`src/rtl/dump_sequencer.sv`:
```
// Dump sequencer: arms a responder, issues timed dump strobes and accumulates
// the channels it reports until the frame completes, aborts or times out.
module dump_sequencer #(
  parameter int N_CH     = 16,
  parameter int ARM_CYC  = 2,
  parameter int DUMP_CYC = 2,
  parameter int GAP_CYC  = 1
) (
  input  logic            clk_i,
  input  logic            rst_i,
  input  logic            start_i,
  input  logic [N_CH-1:0] ch_mask_i,
  input  logic            abort_i,
  input  logic            cycle_done_i,
  input  logic [N_CH-1:0] ch_sel_i,
  output logic [N_CH-1:0] ch_sel_o,
  output logic            arm_o,
  output logic            dump_o,
  output logic            inter_o,
  output logic            busy_o,
  output logic            frame_done_o,
  output logic [N_CH-1:0] served_o,
  output logic            err_o
);

  localparam int CNT_W   = $clog2(N_CH) + 2;
  localparam int MAX_AD  = (ARM_CYC > DUMP_CYC) ? ARM_CYC : DUMP_CYC;
  localparam int MAX_CYC = (MAX_AD > GAP_CYC) ? MAX_AD : GAP_CYC;
  localparam int TMR_W   = (MAX_CYC > 1) ? $clog2(MAX_CYC) : 1;

  localparam logic [TMR_W-1:0] ARM_LAST  = TMR_W'(ARM_CYC - 1);
  localparam logic [TMR_W-1:0] DUMP_LAST = TMR_W'(DUMP_CYC - 1);
  localparam logic [TMR_W-1:0] GAP_LAST  = TMR_W'(GAP_CYC - 1);
  localparam logic [CNT_W-1:0] CNT_LIMIT = CNT_W'(N_CH + 1);

  typedef enum logic [2:0] {
    S_IDLE     = 3'd0,
    S_ARM      = 3'd1,
    S_DUMP_HI  = 3'd2,
    S_DUMP_GAP = 3'd3,
    S_DONE     = 3'd4
  } state_t;

  state_t            r_state;
  logic [TMR_W-1:0]  r_tmr;
  logic [CNT_W-1:0]  r_dump_cnt;
  logic [N_CH-1:0]   r_ch_sel;
  logic [N_CH-1:0]   r_served;
  logic              r_arm;
  logic              r_dump;
  logic              r_inter;
  logic              r_busy;
  logic              r_frame_done;
  logic              r_err;
  logic              w_sel_ok;

  function automatic logic f_onehot(input logic [N_CH-1:0] v);
    return (v != '0) && ((v & (v - N_CH'(1))) == '0);
  endfunction

  // A report is accepted only if it names exactly one requested, not-yet-served channel
  assign w_sel_ok = f_onehot(ch_sel_i) &&
                    ((ch_sel_i & ~r_ch_sel) == '0) &&
                    ((ch_sel_i & r_served) == '0);

  // Frame sequencing state machine with all outputs registered
  always_ff @(posedge clk_i) begin
    if (rst_i) begin
      r_state      <= S_IDLE;
      r_tmr        <= '0;
      r_dump_cnt   <= '0;
      r_ch_sel     <= '0;
      r_served     <= '0;
      r_arm        <= 1'b0;
      r_dump       <= 1'b0;
      r_inter      <= 1'b0;
      r_busy       <= 1'b0;
      r_frame_done <= 1'b0;
      r_err        <= 1'b0;
    end else begin
      r_inter      <= 1'b0;
      r_frame_done <= 1'b0;
      if (abort_i && (r_state != S_IDLE)) begin
        r_state <= S_IDLE;
        r_tmr   <= '0;
        r_arm   <= 1'b0;
        r_dump  <= 1'b0;
        r_inter <= 1'b1;
        r_busy  <= 1'b0;
      end else begin
        case (r_state)
          S_IDLE: begin
            if (start_i) begin
              r_ch_sel   <= ch_mask_i;
              r_served   <= '0;
              r_err      <= 1'b0;
              r_tmr      <= '0;
              r_dump_cnt <= '0;
              r_busy     <= 1'b1;
              if (ch_mask_i != '0) begin
                r_state <= S_ARM;
                r_arm   <= 1'b1;
              end else begin
                r_state <= S_DONE;
              end
            end
          end
          S_ARM: begin
            if (r_tmr == ARM_LAST) begin
              r_state    <= S_DUMP_HI;
              r_tmr      <= '0;
              r_arm      <= 1'b0;
              r_dump     <= 1'b1;
              r_dump_cnt <= r_dump_cnt + CNT_W'(1);
            end else begin
              r_tmr <= r_tmr + TMR_W'(1);
            end
          end
          S_DUMP_HI: begin
            if (r_tmr == DUMP_LAST) begin
              r_state <= S_DUMP_GAP;
              r_tmr   <= '0;
              r_dump  <= 1'b0;
              if (w_sel_ok) begin
                r_served <= r_served | ch_sel_i;
              end else begin
                r_err <= 1'b1;
              end
            end else begin
              r_tmr <= r_tmr + TMR_W'(1);
            end
          end
          S_DUMP_GAP: begin
            if (r_tmr == GAP_LAST) begin
              r_tmr <= '0;
              if (cycle_done_i) begin
                r_state <= S_DONE;
              end else if (r_dump_cnt == CNT_LIMIT) begin
                // Responder never finished: give up without completing the frame
                r_state <= S_IDLE;
                r_err   <= 1'b1;
                r_busy  <= 1'b0;
              end else begin
                r_state    <= S_DUMP_HI;
                r_dump     <= 1'b1;
                r_dump_cnt <= r_dump_cnt + CNT_W'(1);
              end
            end else begin
              r_tmr <= r_tmr + TMR_W'(1);
            end
          end
          S_DONE: begin
            r_state      <= S_IDLE;
            r_frame_done <= 1'b1;
            r_busy       <= 1'b0;
            if (r_served != r_ch_sel) begin
              r_err <= 1'b1;
            end
          end
          default: begin
            r_state <= S_IDLE;
            r_arm   <= 1'b0;
            r_dump  <= 1'b0;
            r_busy  <= 1'b0;
          end
        endcase
      end
    end
  end

  assign ch_sel_o     = r_ch_sel;
  assign served_o     = r_served;
  assign arm_o        = r_arm;
  assign dump_o       = r_dump;
  assign inter_o      = r_inter;
  assign busy_o       = r_busy;
  assign frame_done_o = r_frame_done;
  assign err_o        = r_err;

endmodule

```
`config.mk`:
```
export PLATFORM = sky130hd
export DESIGN_NAME = dump_sequencer
export DESIGN_NICKNAME = d
export VERILOG_FILES = /design/src/rtl/dump_sequencer.sv
export SDC_FILE = /design/constraint.sdc
export NUM_CORES = 1
export LEC_CHECK = 0
export CAP_MARGIN = 25
export CORE_MARGIN = 2
export CORE_UTILIZATION = 30
export DETAILED_ROUTE_END_ITERATION = 12
export GPL_TIMING_DRIVEN = 1
export HOLD_SLACK_MARGIN = 0.15
export REMOVE_ABC_BUFFERS = 1
export SETUP_SLACK_MARGIN = 0.3
export SLEW_MARGIN = 20
export SYNTH_ARGS = -nofsm -noshare
export SYNTH_HDL_FRONTEND = slang
export SYNTH_SLANG_ARGS = --single-unit
```
`constraint.sdc`:
```
create_clock -name clk_i -period 2.4 [get_ports clk_i]
set_input_delay 0.24 -clock clk_i [delete_from_list [all_inputs] [get_ports clk_i]]
set_output_delay 0.24 -clock clk_i [all_outputs]
set_load 0.005 [all_outputs]
```
# ---- Word-level counts from Yosys, hierarchy flattened
# Index checks and enable logic that the tools add are counted.
dict set report totals {
  latch_bits 0
  ram_bits 0
  mem_bits_ro 0
  mem_count 0
  inputBits 37
  register_bits 48
  out_inout_bits 38
}
dict set report classes {
  n_mux 45
  magnitude_cmp 0
  n_reduce_logical 28
  n_eq_ne 17
  n_addsub 3
  shift 0
  div_mod_pow 0
  n_mul 0
  bitwise 9
}
# cell n
set op_table {}
lappend op_table {{16-bit AND} 3}
lappend op_table {{16-bit logical NOT} 3}
lappend op_table {{16-bit two-way mux} 3}
lappend op_table {{16-bit case mux with 2 select lines} 1}
lappend op_table {{16-bit nonzero test} 2}
lappend op_table {{6-bit two-way mux} 5}
lappend op_table {{1-bit two-way mux} 22}
lappend op_table {{2-bit inequality test, second input constant} 11}
lappend op_table {{3-bit two-way mux} 6}
lappend op_table {{6-bit case mux with 3 select lines} 1}
lappend op_table {{16-bit inequality test} 1}
lappend op_table {{16-bit NOT} 1}
lappend op_table {{16-bit bitwise OR} 1}
lappend op_table {{16-bit by 1-bit subtractor with 16-bit output, second input constant} 1}
lappend op_table {{3-bit case mux with 4 select lines} 1}
lappend op_table {{5-bit AND reduction} 2}
lappend op_table {{1-bit case mux with 3 select lines} 3}
lappend op_table {{9-bit AND reduction} 1}
lappend op_table {{3-bit nonzero test} 3}
lappend op_table {{1-bit case mux with 4 select lines} 2}
lappend op_table {{4-bit AND reduction} 2}
lappend op_table {{7-bit AND reduction} 1}
lappend op_table {{6-bit by 1-bit adder with 6-bit output, second input constant} 1}
lappend op_table {{3-bit by 2-bit == test with 1-bit output, second input constant} 2}
lappend op_table {{other kinds (15)} 23}

# ---- Longest topological paths before layout
# Gate-level depths: netlist of the first run.
dict set report depth {
  ltp_word 9
  mapped_depth 8
  ltp_nobuf 8
}

# ---- Worst setup path before layout of the first run
# Ideal clock, no wire load.
dict set report synth_path {
  path_kind {register to register}
  startpoint {register r_ch_sel[9] (netlist: ch_sel_o[9])}
  endpoint {register r_served[5] (netlist: served_o[5])}
  slack_ns 0.308
  t_required_ns 2.341
  n_path_buf 1
  stages_incl_launch_ff 8
  setup_time_ns 0.059
  period_less_slack_ns 2.092
  t_arrival_ns 2.033
  cell_sequence {dfxtp_1 -> nor2b_2 -> a2111oi_0 -> nand4_1 -> or4b_4 -> nor4_4 -> buf_6 -> a22o_1}
}
dict set report synth_via {
  elab_chain_cells 7
}
# item line_no
set synth_lines {}
lappend synth_lines {{start: declaration} 47} ;# logic [N_CH-1:0] r_ch_sel;
lappend synth_lines {{start signal: assignment} 94} ;# r_ch_sel <= ch_mask_i;
lappend synth_lines {{16-bit NOT} 63} ;# ((ch_sel_i & ~r_ch_sel) == '0) &&
lappend synth_lines {{16-bit AND} 63}
lappend synth_lines {{16-bit logical NOT} 63}
lappend synth_lines {{1-bit logical AND} 62} ;# assign w_sel_ok = f_onehot(ch_sel_i) &&
lappend synth_lines {{1-bit logical AND} 63}
lappend synth_lines {{2-bit inequality test (no line)} -}
lappend synth_lines {{5-bit AND reduction (no line)} -}
lappend synth_lines {{end signal: assignment} 125} ;# r_served <= r_served | ch_sel_i;
lappend synth_lines {{end: declaration} 48} ;# logic [N_CH-1:0] r_served;
# No other way between the ends.
# A chain may end at the register's enable or synchronous reset.

# ---- Worst setup path after layout of the first run
dict set report layout_path {
  startpoint {register r_served[5] (netlist: served_o[5])}
  endpoint {register r_served[4] (netlist: served_o[4])}
}
dict set report layout_via {
  elab_chain_cells 5
}
# item line_no
set layout_lines {}
lappend layout_lines {{16-bit AND} 64} ;# ((ch_sel_i & r_served) == '0);
lappend layout_lines {{16-bit logical NOT} 64}
lappend layout_lines {{1-bit logical AND} 63}
lappend layout_lines {{2-bit inequality test (no line)} -}
lappend layout_lines {{5-bit AND reduction (no line)} -}
# No other way between the ends.

==> metrics, run 1 <==
CTS tree=built; final count of hold timing violations=0; antenna viol nets, final=0; Slew Limit Fails=0; minimum clock period=between 2000 and 2500 ps; Die Ht=roughly 95 um; Ports=between 70 and 80; first-pass GRT wire length=~13000 um; die area=around 0.0091 mm2; Top delay family on crit path=simple AND/OR/NAND/NOR gates; CTS Buf Count=5; Final nets=444; CTS Hold Bufs=0; DR WL/cell=16.34 um; vias in the first global route=approximately 2500; leakage power=between 1 and 1.5 nW; worst slack, placed=-153.9 ps; Max FO, Critical Path=7; post-synthesis instance area=approximately 0.0025 mm2; Slew @ Worst Pin=~620 ps; Max-Cap Viols=0; RD Place Congestion=0.9115; EDFF count, synth=0; crit start category=flip-flop; # DRC=0; register bit total from synthesis=48; worst min path class=in2reg; power density cells=between 500 and 600 mW/mm2; H-tree lvl count=2; Reg clk slew, reported paths=100 ps; Max stage delay on crit path=just under 500 ps; Initial Util=0.3076; fin cells=between 500 and 600; WS Path Type=reg2reg; worst path required time=approximately 2700 ps; Root Buffer=clkbuf_8; largest net degree at the start of global routing=18; Syn Area/Cell=8.397 um2; I/O Buffers=between 70 and 80; ys async rst share=0; buffers and inverters on the worst path=1; outcome=finished, final reports clean; Hold Startpoint=ch_sel_i[2]; synthesized instance count=298; CP Cell Sequence=or4b_1 -> o21ai_1 -> or4b_4 -> nor4_4 -> buf_6 -> a22o_1; CP Data Arrival Time=between 2000 and 2500 ps; Finished Core Util=0.4633; placed insts=between 500 and 600; Seq/Total Area, Yosys=0.3840; antenna fix cells=0; R2R Path End=served_o[4]; Routed Wire Length=around 8300 um; clk buf depth=2; hold-critical path depth=3; R2R Path Start=served_o[5]; TritonRoute pass-1 iters=5; initial drt markers=about 170; Overall Global Routing Usage=0.1854; via density per instance=roughly 5.2; reg-to-reg setup timing slack=between 200 and 250 ps; Ys Warns=0; antenna violations before repair=0; Pwr Total=about 1.9 mW; Slowest-stage cell, CP=or4b_1; total gr overflow=0; via count=between 2000 and 3000; CTS Sinks=48; row count=33; slack of the critical path=204.5 ps; distinct cell type count after synthesis=56; crit end category=flip-flop; RSZ-0062 raised after global routing=yes; peak supply drop=between 200 and 250 uV; Hold EP=served_o[2]; filler cell count=811; Primary FF master, synth=dfxtp_1; Die X=95.33 um; clk_lat worst skew=between 300 and 400 ps; Max transition margin=0.5865; share of layout cells above drive strength 1=0.1872; Tcrit/Tclk final=0.9148; R2R depth=6; Detail Placement HPWL=between 6000 and 7000 um; Final Skew=roughly 8.4 ps; final setup violation count=0; Synth-to-Final Area Change=50.60%; placeable core region=between 0.008 and 0.009 mm2; FMAX=between 400 and 500 MHz
power breakdown:
part	internal, mW	switching (mW)	total (mW)
clock	0.309	0.282	0.591
sequential	0.832	0.0399	0.872
combinational	0.223	0.205	0.428
total	1.36	0.527	1.89
registers in the layout, indices dropped and copies added (netlist names):
name / count
busy_o: 1
r_state: 3
r_dump_cnt: 6
frame_done_o: 1
ch_sel_o: 16
r_tmr: 1
served_o: 16
dump_o: 1
err_o: 1
inter_o: 1
arm_o: 1
what timing repair did:
action	CTS	global route
hold endpoints to repair	0	0
pin swaps	13	10
gates cloned	0	0
resized for setup	25	14
buffers inserted	2	0
endpoints found under the setup margin	17	16
cells in the mapped netlist (all sizes together), types with 2 or more instances:
library cell | count | area [um2]
nand2 | 48 | 180.2
xnor2 | 11 | 96.34
a211oi | 3 | 22.52
nor2b | 6 | 45.05
a221oi | 2 | 17.52
a211o | 2 | 18.77
o22ai | 2 | 12.51
and2 | 2 | 13.77
nor2 | 19 | 73.82
nand4b | 2 | 17.52
ha | 2 | 25.02
dfxtp | 48 | 960.9
o21ai | 10 | 53.80
o31ai | 2 | 15.01
or4b | 2 | 23.77
and3 | 4 | 25.02
nand4 | 9 | 56.30
clkbuf | 7 | 36.28
nor4 | 10 | 77.57
inv | 9 | 33.78
xor2 | 8 | 70.07
or3 | 4 | 25.02
nand2b | 14 | 87.58
a22o | 18 | 157.7
buf | 4 | 31.27
or4 | 2 | 18.77
a22oi | 5 | 37.54
nor3 | 4 | 25.02
a21oi | 24 | 120.1
per-layer routing:
layer  vias to the layer above  GRT usage  routed length, um
met5                         -          0                  0
met4                         0    0.08092                294
met3                        22    0.02767                540
met2                       118     0.2887               3766
met1                      1239     0.2539               3748
li1                       1297          -                  -
area by class of cell:
class | instances | area [um2] | area share
Multi-Input combinational cell | 230 | 1485 | 0.3941
Timing Repair Buffer | 111 | 1028 | 0.2729
Sequential cell | 48 | 978.4 | 0.2596
Tap cell | 105 | 131.4 | 0.03486
Clock buffer | 5 | 68.82 | 0.01826
Clock inverter | 3 | 42.54 | 0.01129
Inverter | 9 | 33.78 | 0.008964
tightest hold or removal path, stage by stage:
cell and delay, ps:
dlymetal6s2s_1 120, buf_4 140, a22o_1 110
cell usage in the layout (no fill, tap or decap), types with 3 or more instances in the layout:
cell type        instances
nor4_1                   9
nor3_1                   3
inv_1                    9
or3_1                    3
nand2_1                 48
dlymetal6s2s_1           4
dfxtp_2                  8
xnor2_1                 11
and3_1                   4
nor2b_1                  3
nand2b_1                14
xor2_1                   8
a21oi_1                 24
buf_4                   34
nor2_1                  17
dlygate4sd2_1            9
o21ai_0                  7
a22oi_1                  4
nand4_1                  9
buf_6                    3
nor2b_2                  3
clkdlybuf4s50_1         61
dfxtp_1                 38
a22o_1                  18
clkbuf_8                 5
through the flow:
step                      TNS [ps]  hold slack [ps]  area, um2
after floorplan                  0            309.1       2435
after global placement       -1765            449.0       3562
after detailed placement     -2264            449.9       3573
after CTS                        0            428.1       3730
after global routing             0            350.3       3769
final                            0            342.7       3769
cells by family after synthesis:
kind of cell	share of synthesized area
simple gates	0.2795
compound gates	0.2155
flops	0.3840
buf+inv	0.04049
xor+xnor	0.06650
fa+ha+maj	0.009998
mux	0.004000
how the worst max path moves through the flow:
stage / startpoint / to / slack, ps / cells after the start
CTS: served_o[10] / served_o[4] / 210 / 7
detailed placement: ch_sel_i[6] / served_o[13] / -150 / 8
global placement: ch_sel_i[1] / served_o[15] / -110 / 8
global route: served_o[11] / served_o[4] / 140 / 7
floorplan: ch_sel_o[9] / served_o[0] / 210 / 6
finish: served_o[5] / served_o[4] / 200 / 6
Power figures use the tool's default switching activity.
==> run 2, diff against run 1 <==
--- a/config.mk
+++ b/config.mk
@@ -12,4 +12,5 @@
 export GPL_TIMING_DRIVEN = 1
 export HOLD_SLACK_MARGIN = 0.15
+export MAX_ROUTING_LAYER = met4
 export REMOVE_ABC_BUFFERS = 1
 export SETUP_SLACK_MARGIN = 0.3
==> constraint.sdc (replaced) <==
create_clock -name clk_i -period 2.4 [get_ports clk_i]
set_input_delay 0.24 -clock clk_i [delete_from_list [all_inputs] [get_ports clk_i]]
set_output_delay 0.24 -clock clk_i [all_outputs]
set_load 0.01 [all_outputs]
==> run 2 against run 1 <==
  * Clock power is 1% higher
  * Utilization stayed put
  * Final cell count stayed put
  * Flip-flop and latch count stayed put
  * Fmax is 0.30% higher
  * Highest routed layer unchanged
  * Register-to-register slack hardly changed
  * Critical path type unchanged
  * Cell area stayed put
  * Non-clock buffer count stayed put
  * First-iteration DRC count is 5.5% lower
  * Global-route usage is 0.55 points higher
  * Critical path depth stayed put
==> metrics, run 2 (synthesis results as in run 1) <==
outcome=finished, final reports clean; RSZ-0062 raised after global routing=yes; final setup violation count=0; CTS tree=built; Hold Startpoint=ch_sel_i[2]; first-pass GRT wire length=about 13000 um; I/O Buffers=74; die area=0.009088 mm2; Initial Util=0.3076; peak supply drop=between 200 and 250 uV; initial drt markers=156; CTS Sinks=48; Ports=75; antenna violations before repair=0; Max-Cap Viols=0; R2R Path End=served_o[12]; WS Path Type=reg2reg; slack of the critical path=between 200 and 250 ps; Slew @ Worst Pin=around 630 ps; worst slack, placed=-153.9 ps; clk buf depth=2; Synth-to-Final Area Change=50.60%; via density per instance=about 5.2; Slew Limit Fails=0; crit start category=flip-flop; Tcrit/Tclk final=0.9121; R2R Path Start=served_o[5]; minimum clock period=2189 ps; total gr overflow=0; via count=between 2000 and 3000; R2R depth=6; H-tree lvl count=2; Pwr Total=1.907 mW; Final nets=between 400 and 500; antenna viol nets, final=0; row count=33; DR WL/cell=16.40 um; Routed Wire Length=approximately 8400 um; most common cell after layout, fill and taps aside=clkdlybuf4s50_1; Root Buffer=clkbuf_8; CTS Buf Count=5; clk_lat worst skew=310 ps; final setup TNS=0 ps; # DRC=0; CP Data Arrival Time=2440 ps; share of layout cells above drive strength 1=0.1872; final count of hold timing violations=0; Die Ht=about 95 um; Reg clk slew, reported paths=approximately 90 ps; Max FO, Critical Path=9; antenna fix cells=0; crit end category=flip-flop; Max transition margin=0.5802; CTS Hold Bufs=0; power density cells=a little over 500 mW/mm2; commonest non-fill, non-tap cells in the layout=clkdlybuf4s50_1 (61), nand2_1 (48), dfxtp_1 (38); Hold EP=served_o[2]; Detail Placement HPWL=about 6600 um; worst path required time=between 2000 and 3000 ps; vias in the first global route=around 2500; Die X=roughly 95 um; hold-critical path depth=3; Final Skew=around 8 ps; placeable core region=roughly 0.008 mm2; FMAX=456.8 MHz; worst min path class=in2reg; Overall Global Routing Usage=0.1909; RD Place Congestion=0.9273; reg-to-reg setup timing slack=210 ps; leakage power=between 1 and 1.5 nW; TritonRoute pass-1 iters=5; largest net degree at the start of global routing=18
## run 2: cell counts in the layout (fill, tap and decap cells not counted)
Identical to the previous run, type by type.
## run 2: worst max-delay path by stage
stage                  from      endpoint  cells past startpoint
2_1_floorplan   ch_sel_o[9]   served_o[0]                      6
3_3_place_gp    ch_sel_i[1]  served_o[15]                      8
3_5_place_dp    ch_sel_i[6]  served_o[13]                      8
4_1_cts        served_o[10]   served_o[4]                      7
5_1_grt        ch_sel_i[15]   served_o[4]                      9
6_report        served_o[5]  served_o[12]                      6
## run 2: area by class of cell
class	instances	area (um2)
clock buffers	5	68.82
clock inverters	3	42.54
fillers	811	4365
inverters	9	33.78
multi-input cells	230	1485
flip-flops and latches	48	978.4
well taps	105	131.4
repair buffers	111	1028
## run 2: per-layer routing
metal,GRT usage,share of wire
met1,0.2563,0.45
met2,0.2876,0.45
met3,0.02609,0.063
met4,0.08092,0.032
met5,-,0
## run 2: worst max-delay path, cell delays in order (launching register included)
cell     delay [ps]
dfxtp_4         350
or4b_1          490
o21ai_1         130
or4b_4          490
nor4_4          350
buf_6           190
a22o_1          140
## run 2: timing repair
action	CTS	global route
buffers inserted	2	0
pin swaps	13	10
gates cloned	0	0
setup endpoints to repair	17	16
hold endpoints to repair	0	0
gates resized for setup	25	14
## run 2: per-stage QoR
step,instances,util,area [um2],hold slack [ps]
2_1_floorplan,287,-,2435,309.1
3_3_place_gp,500,0.4379,3562,449.0
3_5_place_dp,501,0.4393,3573,449.9
4_1_cts,511,0.4585,3730,428.1
5_1_grt,511,0.4633,3769,348.0
6_report,511,0.4633,3769,339.1
## run 2: power breakdown
group / switching [mW] / internal [mW] / total (mW)
sequential: 0.0399 / 0.832 / 0.872
clock: 0.288 / 0.309 / 0.597
combinational: 0.215 / 0.223 / 0.439
total: 0.543 / 1.36 / 1.91
==> run 3, diff against run 2 <==
ABC_CLOCK_PERIOD_IN_PS = 2400   (was unset)
CORE_MARGIN = 5   (was 2)
==> run 3 against run 2 <==
  * Flip-flop and latch count stayed put
  * Die area rose by 13%
  * Clock-buffer cell count unchanged
==> metrics, run 3 (synthesis results as in run 1) <==
outcome=finished, final reports clean; switch share=0.3020; first-pass GRT wire length=approximately 13000 um; Initial Util=0.3061; antenna viol nets, final=0; commonest non-fill, non-tap cells in the layout=clkdlybuf4s50_1 (61), nand2_1 (48), dfxtp_1 (37); crit start category=flip-flop; Die X=101.3 um; Power Internal=1.255 mW; CP Cell Sequence=or2b_2 -> and3_1 -> nand4_1 -> or4b_4 -> nor4_4 -> buf_6 -> a22o_1; RSZ-0062 raised after global routing=yes; fin cells=511; peak supply drop=~240 uV; antenna fix cells=0; placeable core region=about 0.0082 mm2; CTS tree=built; WS Path Type=reg2reg; Finished Core Util=0.4613; via density per instance=just over 5; RD Place Congestion=about 0.9; CTS Hold Bufs=0; Sw Pwr=543.2 uW; worst min path class=in2reg; Detail Placement HPWL=roughly 6600 um; Slew @ Worst Pin=a little under 700 ps; share of power burned in registers=0.485; CTS Sinks=48; most common cell after layout, fill and taps aside=clkdlybuf4s50_1; Reg clk slew, reported paths=~100 ps; clock power share=0.275; placed insts=around 500; die area=0.01027 mm2; clk_lat worst skew=around 300 ps; Comb pwr share=0.241; H-tree lvl count=2; Top Usage Layer GRT=met2; worst path required time=2650 ps; Tcrit/Tclk final=0.9016; TritonRoute pass-1 iters=5; met3 GRT Util=0.02066; CTS Buf Count=5; via count=approximately 2600; largest net degree at the start of global routing=18; Synth-to-Final Area Change=50.70%; # DRC=0; total gr overflow=0; antenna violations before repair=0; minimum clock period=2164 ps; filler cell count=between 800 and 900; I/O Buffers=between 70 and 80; grt met2 use=0.2636; row count=33; Max stage delay on crit path=between 500 and 600 ps; final setup violation count=0; Final Skew=slightly above 9 ps; Slowest-stage cell, CP=or4b_4; Ports=between 70 and 80; Final nets=about 440; Routed Wire Length=about 8300 um; CP Data Arrival Time=approximately 2400 ps; Max transition margin=0.5341; clk buf depth=2; final count of hold timing violations=0; share of layout cells above drive strength 1=0.1946; DR WL/cell=16.31 um; Root Buffer=clkbuf_8; Overall Global Routing Usage=0.1704; initial drt markers=between 150 and 200; Die Ht=about 100 um; Slew Limit Fails=0; Max FO, Critical Path=8; FMAX=462.2 MHz; crit end category=flip-flop; vias in the first global route=2556; Max-Cap Viols=0; power density cells=about 480 mW/mm2; leakage power=between 1 and 1.5 nW; GR Layer Usage met1=0.2370; reg-to-reg setup timing slack=roughly 240 ps
==> run 3: changes by cell type in the layout (fill, tap and decap cells not counted), moves of 2 or more <==
cell            before  now
buf_4               34   32
buf_6                3    5
dfxtp_2              8    6
dfxtp_4              2    5
dlygate4sd2_1        9   12
dlymetal6s2s_1       4    1
==> run 3: metal layers <==
layer	up-vias	part of all wire
met1	1263	0.48
li1	1297	-
met5	-	0
met3	7	0.054
met2	80	0.45
met4	0	0.013
==> run 3: layout make-up <==
class                   instances  area, um2  area share
repair buffers                111       1025      0.2717
flip-flops and latches         48      987.2      0.2618
well taps                     105      131.4     0.03484
multi-input cells             230       1501      0.3981
inverters                       9      33.78    0.008958
clock buffers                   5      68.82     0.01825
clock inverters                 3      23.77    0.006304
==> run 3: stage by stage <==
stage / total power, mW / instance area [um2] / hold WS [ps] / setup WS (ps) / setup TNS (ps)
2_1_floorplan: 1.068 / 2435 / 309.1 / 174.7 / 0
3_3_place_gp: 1.311 / 3525 / 458.7 / -147.0 / -2369
3_5_place_dp: 1.317 / 3536 / 461.5 / -135.9 / -1992
4_1_cts: 1.812 / 3722 / 418.1 / 285.5 / 0
5_1_grt: 1.894 / 3771 / 428.1 / 116.2 / 0
6_report: 1.799 / 3771 / 420.6 / 236.2 / 0
==> run 3: path summary, 6_finish.rpt <==
path | endpoint | cells after the start | from
setup / recovery | served_o[13] | 7 | ch_sel_o[10]
hold / removal | served_o[13] | 2 | ch_sel_i[13]
setup reg to reg | served_o[13] | 7 | ch_sel_o[10]
hold reg to reg | err_o | 2 | err_o
==> run 3: worst max-delay path, delay by kind of cell, from the launching register on <==
family	cells	cell delay [ps]
AO/OA/AOI/OAI	1	130
buffers and inverters	1	180
flip-flops	1	470
AND/OR/NAND/NOR	5	1330
==> run 3: power by group through the flow <==
stage | Combinational (mW) | Sequential (mW) | Clock [mW]
2_1_floorplan | 0.168 | 0.899 | 0
3_3_place_gp | 0.418 | 0.893 | 0
3_5_place_dp | 0.423 | 0.894 | 0
4_1_cts | 0.432 | 0.872 | 0.508
5_1_grt | 0.476 | 0.878 | 0.540
6_report | 0.433 | 0.872 | 0.494
==> run 3: timing repair <==
action                                  in CTS  in global routing
cloned                                       0                  0
setup buffers                                4                  3
resized for setup                           41                  7
pin swaps                                   16                  5
endpoints found under the setup margin      17                 17
